## src/rtl/alu_pkg.sv

```systemverilog
// Shared ALU definitions: sequencer state encoding and Booth recoding ops.
// Used by the Booth multiplier and the divider sequencer.
package alu_pkg;

    typedef enum logic [1:0] {
        ST_IDLE  = 2'd0,
        ST_EVAL  = 2'd1,
        ST_SHIFT = 2'd2,
        ST_DONE  = 2'd3
    } state_t;

    typedef enum logic [1:0] {
        OP_NOP = 2'd0,
        OP_ADD = 2'd1,
        OP_SUB = 2'd2
    } booth_op_t;

    // Radix-2 Booth recoding of the {Q[0], q_m1} bit pair.
    function automatic booth_op_t booth_decode(input logic [1:0] pair);
        case (pair)
            2'b01:   return OP_ADD;
            2'b10:   return OP_SUB;
            default: return OP_NOP;
        endcase
    endfunction

endpackage

```

## src/rtl/booth_step.sv

```systemverilog
// One Booth evaluation step: next partial-product accumulator from A, M
// and the recoded bit pair. Purely combinational.
module booth_step
    import alu_pkg::*;
#(
    parameter int WIDTH = 16
) (
    input  logic [WIDTH:0] a,
    input  logic [WIDTH:0] m,
    input  logic [1:0]     pair,
    output logic [WIDTH:0] a_next
);

    always_comb begin
        a_next = a;
        case (booth_decode(pair))
            OP_ADD:  a_next = a + m;
            OP_SUB:  a_next = a - m;
            default: a_next = a;
        endcase
    end

endmodule

```

## src/rtl/booth_mult.sv

```systemverilog
// Sequential signed radix-2 Booth multiplier, WIDTH x WIDTH -> 2*WIDTH.
// Start/done handshake on bgn/fin; product presented as out_hi/out_lo.
module booth_mult
    import alu_pkg::*;
#(
    parameter int WIDTH = 16
) (
    input  logic             clk,
    input  logic             rst,
    input  logic             bgn,
    input  logic [WIDTH-1:0] inbus_q,
    input  logic [WIDTH-1:0] inbus_m,
    output logic [WIDTH-1:0] out_hi,
    output logic [WIDTH-1:0] out_lo,
    output logic             fin
);

    localparam int CW = $clog2(WIDTH) + 1;
    localparam logic [CW-1:0] CNT_LAST = CW'(WIDTH - 1);

    state_t          state;
    state_t          state_nx;
    logic [WIDTH:0]  a;
    logic [WIDTH:0]  m;
    logic [WIDTH:0]  a_step;
    logic [WIDTH-1:0] q;
    logic            q_m1;
    logic [CW-1:0]   cnt;

    booth_step #(.WIDTH(WIDTH)) u_step (
        .a      (a),
        .m      (m),
        .pair   ({q[0], q_m1}),
        .a_next (a_step)
    );

    always_ff @(posedge clk or posedge rst) begin
        if (rst) state <= ST_IDLE;
        else     state <= state_nx;
    end

    always_comb begin
        state_nx = state;
        case (state)
            ST_IDLE:  if (bgn) state_nx = ST_EVAL;
            ST_EVAL:  state_nx = ST_SHIFT;
            ST_SHIFT: state_nx = (cnt == CNT_LAST) ? ST_DONE : ST_EVAL;
            ST_DONE:  state_nx = ST_IDLE;
            default:  state_nx = ST_IDLE;
        endcase
    end

    always_ff @(posedge clk or posedge rst) begin
        if (rst) begin
            a      <= '0;
            m      <= '0;
            q      <= '0;
            q_m1   <= 1'b0;
            cnt    <= '0;
            out_hi <= '0;
            out_lo <= '0;
            fin    <= 1'b0;
        end else begin
            fin <= 1'b0;
            case (state)
                ST_IDLE: begin
                    if (bgn) begin
                        q    <= inbus_q;
                        m    <= {inbus_m[WIDTH-1], inbus_m};
                        a    <= '0;
                        q_m1 <= 1'b0;
                        cnt  <= '0;
                    end
                end
                ST_EVAL: a <= a_step;
                ST_SHIFT: begin
                    // Arithmetic shift of {A,Q,q_m1}; the guard bit A[WIDTH] carries the sign.
                    {a, q, q_m1} <= {a[WIDTH], a, q};
                    cnt          <= cnt + CW'(1);
                end
                ST_DONE: begin
                    out_hi <= a[WIDTH-1:0];
                    out_lo <= q;
                    fin    <= 1'b1;
                end
                default: ;
            endcase
        end
    end

endmodule

```

## config.mk

```make
export PLATFORM = sky130hd
export DESIGN_NAME = booth_mult
export DESIGN_NICKNAME = d
export VERILOG_FILES = /design/src/rtl/alu_pkg.sv /design/src/rtl/booth_step.sv /design/src/rtl/booth_mult.sv
export SDC_FILE = /design/constraint.sdc
export NUM_CORES = 1
export LEC_CHECK = 0
export ABC_CLOCK_PERIOD_IN_PS = 4370
export BUFFER_PORTS_ARGS = -buffer_cell sky130_fd_sc_hd__buf_2
export CORE_AREA = 5 5 87 129
export CTS_CLUSTER_SIZE = 12
export DETAILED_ROUTE_END_ITERATION = 7
export DIE_AREA = 0 0 92 134
export HOLD_SLACK_MARGIN = 0.12
export PLACE_DENSITY = 0.76
export SLEW_MARGIN = 20
export SYNTH_ARGS = -nofsm -noshare
export SYNTH_HDL_FRONTEND = slang
export SYNTH_SLANG_ARGS = --single-unit
```

## constraint.sdc

```tcl
create_clock -name clk -period 4.37 [get_ports clk]
set_clock_uncertainty 0.2 [all_clocks]
set_input_delay 0.437 -clock clk [delete_from_list [all_inputs] [get_ports clk]]
set_output_delay 0.437 -clock clk [all_outputs]
set_load 0.01 [all_outputs]
```

==> flow_results.org <==
** Run status
- The run finished with clean final reports.

** Logic synthesis
- In the synthesized netlist the dominant register cell turns out to be sky130_fd_sc_hd__dfrtp_1.
- Yosys printed 0 warnings.
- The number of nets in the synthesized netlist is 515.
- Synthesis handed over a netlist of 456 instances.
- After synthesis, the largest family of logic cells by area is multiplexers.
- Of the total synthesized cell area, the portion taken by AND, OR, NAND and NOR gates is 9.987%.
- The synthesized netlist devotes 6.316% of its cell area to adder and majority cells.
- Proportion of synthesized area in mux cells :: 15.20%
- The synthesized netlist devotes 14.99% of its cell area to compound gates.
- Post-synthesis sequential area ratio :: 46.21%
- Counting flops with a built-in enable in the synthesized netlist gives 0.
- Register bit total from synthesis :: 90
- The mapped netlist covers 4873 um2.
- Synthesized-area fraction occupied by xor and xnor cells :: 4.673%
- Synth Area per Inst :: 10.69 um2
- Number of distinct standard cells referenced by the synthesized netlist :: 50
- Proportion of register bits with asynchronous set or reset after synthesis :: 100.0%

** Timing
- Slew headroom :: 35.71%
- Part of the cycle the worst path needs :: 82.88%
- The max-slew violation count came to 0.
- The final hold violation count was 0.
- Tmin final :: 3.622 ns
- Setup repair after global routing missed its margin :: false
- Number of setup violations in the final report :: 0
- At the pin with the least slew margin, the transition time is 0.9644 ns.
- Fin Setup TNS :: 0 ns
- Max Freq :: 276.1 MHz

** Detailed routing
- Total wire length after detailed routing :: 10,980 um
- Post-detailed-route DRC marker count :: 0
- Routed via count divided by cell count :: 5.798
- Iteration-0 DRC count of the detailed router :: 148
- For this run, the detailed router's first-pass iteration total came to 4.
- Average wire per standard cell :: 16.79 um
- DRT antenna net count :: 0
- The routed layout has 3,792 vias.

** Critical path
- The critical path is of the reg -> reg type.
- STA puts the critical path data required time at 4.40 ns.
- The worst setup path is captured at a flip-flop.
- Arrival time at the worst endpoint :: 3.66 ns
- Maximum net fanout on the critical path :: 5
- The worst setup path is launched from a flip-flop.

** Finish
- After routing the design area is 5778 um2.
- NumNets Final :: 591
- The post-route netlist has 27.19% of its cells at a drive strength greater than 1.
- Diode insertion count for antenna repair :: 0
- Relative to the synthesized area, the layout overhead comes to 18.56%.

** Placement
- Placer's final routability congestion estimate :: 0.9313
- Port bufs :: 67
- The placed instances occupy a cell area of 5326 um2.
- Once detailed placement completed, the half-perimeter wirelength came to 8210 um.

** Worst hold path
- Type of the tightest min-delay check :: in -> reg

** Clocking
- Number of clock sinks :: 90
- Maximum buffer depth of the clock tree :: 2
- Clock tree synthesis selected as its root buffer the cell sky130_fd_sc_hd__clkbuf_16.
- TritonCTS built the clock tree.
- Clock latency of the later-clocked register in the worst-skew pair :: 0.35 ns
- Gates resized during post-CTS repair numbered 0.
- After clock tree synthesis, the clock-pin slew on the worst setup and hold paths is 0.07 ns.
- CTS built an H-tree with a depth of 3.
- TritonCTS created 9 clock buffers.
- In this run the post-CTS setup repair buffer count came out at 0.
- Hold-fix buffer count after cts :: 11

** GRT
- Entering global routing, the biggest net connects 64 pins.
- Global-route congestion overflow total :: 0
- All-layer global routing usage :: 18.90%
- The via count of the first global-routing pass came to 3,973.
- The first global-routing pass estimated 18,550 um of wire.
- Antenna violations before repair :: 0

** Pwr
- Static power due to leakage :: 2.761 nW
- Summing internal, switching and leakage power gives 5.077 mW.
- The worst-case IR drop observed on VDD is 0.4191 mV.
- Dividing total power by cell area gives a power density of 878.7 nW/um2.

** Run
- Count of maximum capacitance violations :: 0

** Floorplan
- Horizontal die dimension :: 92 um
- For this design the top-level I/O count stands at 68.
- The total area inside the core boundary comes to 10,020 um2.
- Total number of placement rows :: 45
- The initial utilization of the core area, before any placement, comes to 48.63%.
- The die is 134 um tall.
- Floorplan die area :: 12,330 um2
-- through the flow --
step                hold WS (ns)  util, %  std cells  setup WS, ns
CTS                       0.1203    57.54        653        0.7209
floorplan                 0.2498        -        456         1.129
global placement          0.2650    53.15        626        0.9418
detailed placement        0.2846    53.15        626        0.7545
global route              0.1244    57.65        654        0.4166
finish                    0.1287    57.65        654        0.7480
-- cells in the final DEF (no fill, tap or decap), drive strengths merged, types with 2 or more instances in the layout --
master	synthesis	routed
a31oi	3	3
a32o	2	2
o2111ai	2	2
xor2	5	5
a21o	8	8
nor3b	3	3
clkbuf	17	9
buf	2	72
ha	23	23
mux2	48	48
dlygate4sd3	0	12
o211ai	2	2
nor2	20	20
mux2i	20	20
or4	2	2
o31ai	4	4
xnor2	21	21
and3	5	5
nand3	3	3
nand4	3	3
bufinv	0	2
o21ai	33	33
a211oi	2	2
nand2	40	40
nor2b	6	6
a22oi	10	10
a31o	2	2
nand2b	6	6
nor3	9	9
inv	15	19
dfrtp	90	90
a22o	3	3
a221o	3	3
a21oi	30	30
-- where the power goes --
group / internal (mW) / total (mW) / switching, mW
registers: 1.19 / 1.52 / 0.324
clock network: 0.512 / 0.855 / 0.343
logic: 1.21 / 2.71 / 1.50
total: 2.91 / 5.08 / 2.16
-- layout make-up --
class	instances	area, um2
flip-flops and latches	90	2252
multi-input cells	332	2497
inverters	15	58.81
fillers	854	4244
clock inverters	7	105.1
well taps	117	146.4
repair buffers	84	493.0
clock buffers	9	225.2
-- worst max-delay path, cell delays in order (launching register included) --
cell and delay [ns]:
sky130_fd_sc_hd__dfrtp_1 0.42, sky130_fd_sc_hd__or4_1 0.56, sky130_fd_sc_hd__and4bb_2 0.37, sky130_fd_sc_hd__a21oi_1 0.10, sky130_fd_sc_hd__xnor2_1 0.17, sky130_fd_sc_hd__ha_1 0.25
sky130_fd_sc_hd__a21oi_1 0.23, sky130_fd_sc_hd__o21ai_0 0.15, sky130_fd_sc_hd__a2111oi_0 0.40, sky130_fd_sc_hd__a21oi_1 0.19, sky130_fd_sc_hd__xnor2_1 0.17, sky130_fd_sc_hd__a221o_1 0.29
-- cells by family after synthesis --
kind of cell             Yosys count
AO/OA/AOI/OAI                    113
XOR/XNOR                          26
adder cells (fa/ha/maj)           24
buffers and inverters             34
flip-flops                        90
multiplexers                      68
AND/OR/NAND/NOR                  101
-- registers in the layout (all words and copies together) (netlist names) --
signal  flops
q          16
out_hi     16
state       2
a          17
cnt         5
fin         1
m          16
out_lo     16
q_m1        1
-- Yosys cell counts (2+ instances only) --
library cell                instances  area [um2]
sky130_fd_sc_hd__a21o_1             8       60.06
sky130_fd_sc_hd__a21oi_1           29       145.1
sky130_fd_sc_hd__a221o_1            3       30.03
sky130_fd_sc_hd__a22o_1             3       26.28
sky130_fd_sc_hd__a22oi_1           10       75.07
sky130_fd_sc_hd__a31o_2             2       17.52
sky130_fd_sc_hd__a31oi_1            3       18.77
sky130_fd_sc_hd__a32o_1             2       20.02
sky130_fd_sc_hd__and3_1             5       31.28
sky130_fd_sc_hd__buf_1              2       7.510
sky130_fd_sc_hd__clkbuf_1          17       63.81
sky130_fd_sc_hd__dfrtp_1           90        2252
sky130_fd_sc_hd__ha_1              23       287.8
sky130_fd_sc_hd__inv_1             15       56.30
sky130_fd_sc_hd__mux2_2            48       540.5
sky130_fd_sc_hd__mux2i_1           20       200.2
sky130_fd_sc_hd__nand2_1           40       150.1
sky130_fd_sc_hd__nand2b_1           6       37.54
sky130_fd_sc_hd__nand3_1            3       15.01
sky130_fd_sc_hd__nand4_1            3       18.77
sky130_fd_sc_hd__nor2_1            20       75.07
sky130_fd_sc_hd__nor2b_1            6       37.54
sky130_fd_sc_hd__nor3_1             8       40.04
sky130_fd_sc_hd__nor3b_1            3       22.52
sky130_fd_sc_hd__o2111ai_1          2       17.52
sky130_fd_sc_hd__o211ai_1           2       15.01
sky130_fd_sc_hd__o21ai_0           31       155.2
sky130_fd_sc_hd__o21ai_1            2       10.01
sky130_fd_sc_hd__o31ai_1            4       30.03
sky130_fd_sc_hd__or4_1              2       15.01
sky130_fd_sc_hd__xnor2_1           21       183.9
sky130_fd_sc_hd__xor2_1             5       43.79
-- per-layer routing --
metal  global-route usage, %  part of all wire, %  up-vias
li1                        -                    -     1811
met1                   19.85                   39     1851
met2                   33.90                   52       95
met3                   3.255                  4.0       35
met4                   13.06                  4.6        0
met5                       0                    0        -
-- path summary, 6_finish.rpt --
path	cells past startpoint	startpoint	end	slack (ns)
worst max-delay path	11	m[5]	a[16]	0.75
worst min-delay path	2	inbus_m[0]	m[0]	0.13
worst max register to register	11	m[5]	a[16]	0.75
worst min register to register	2	cnt[4]	cnt[4]	0.29
max in group asynchronous	4	rst	a[5]	2.52
min in group asynchronous	3	rst	out_lo[13]	0.58
Note: power is estimated with default switching activity, not from simulation.
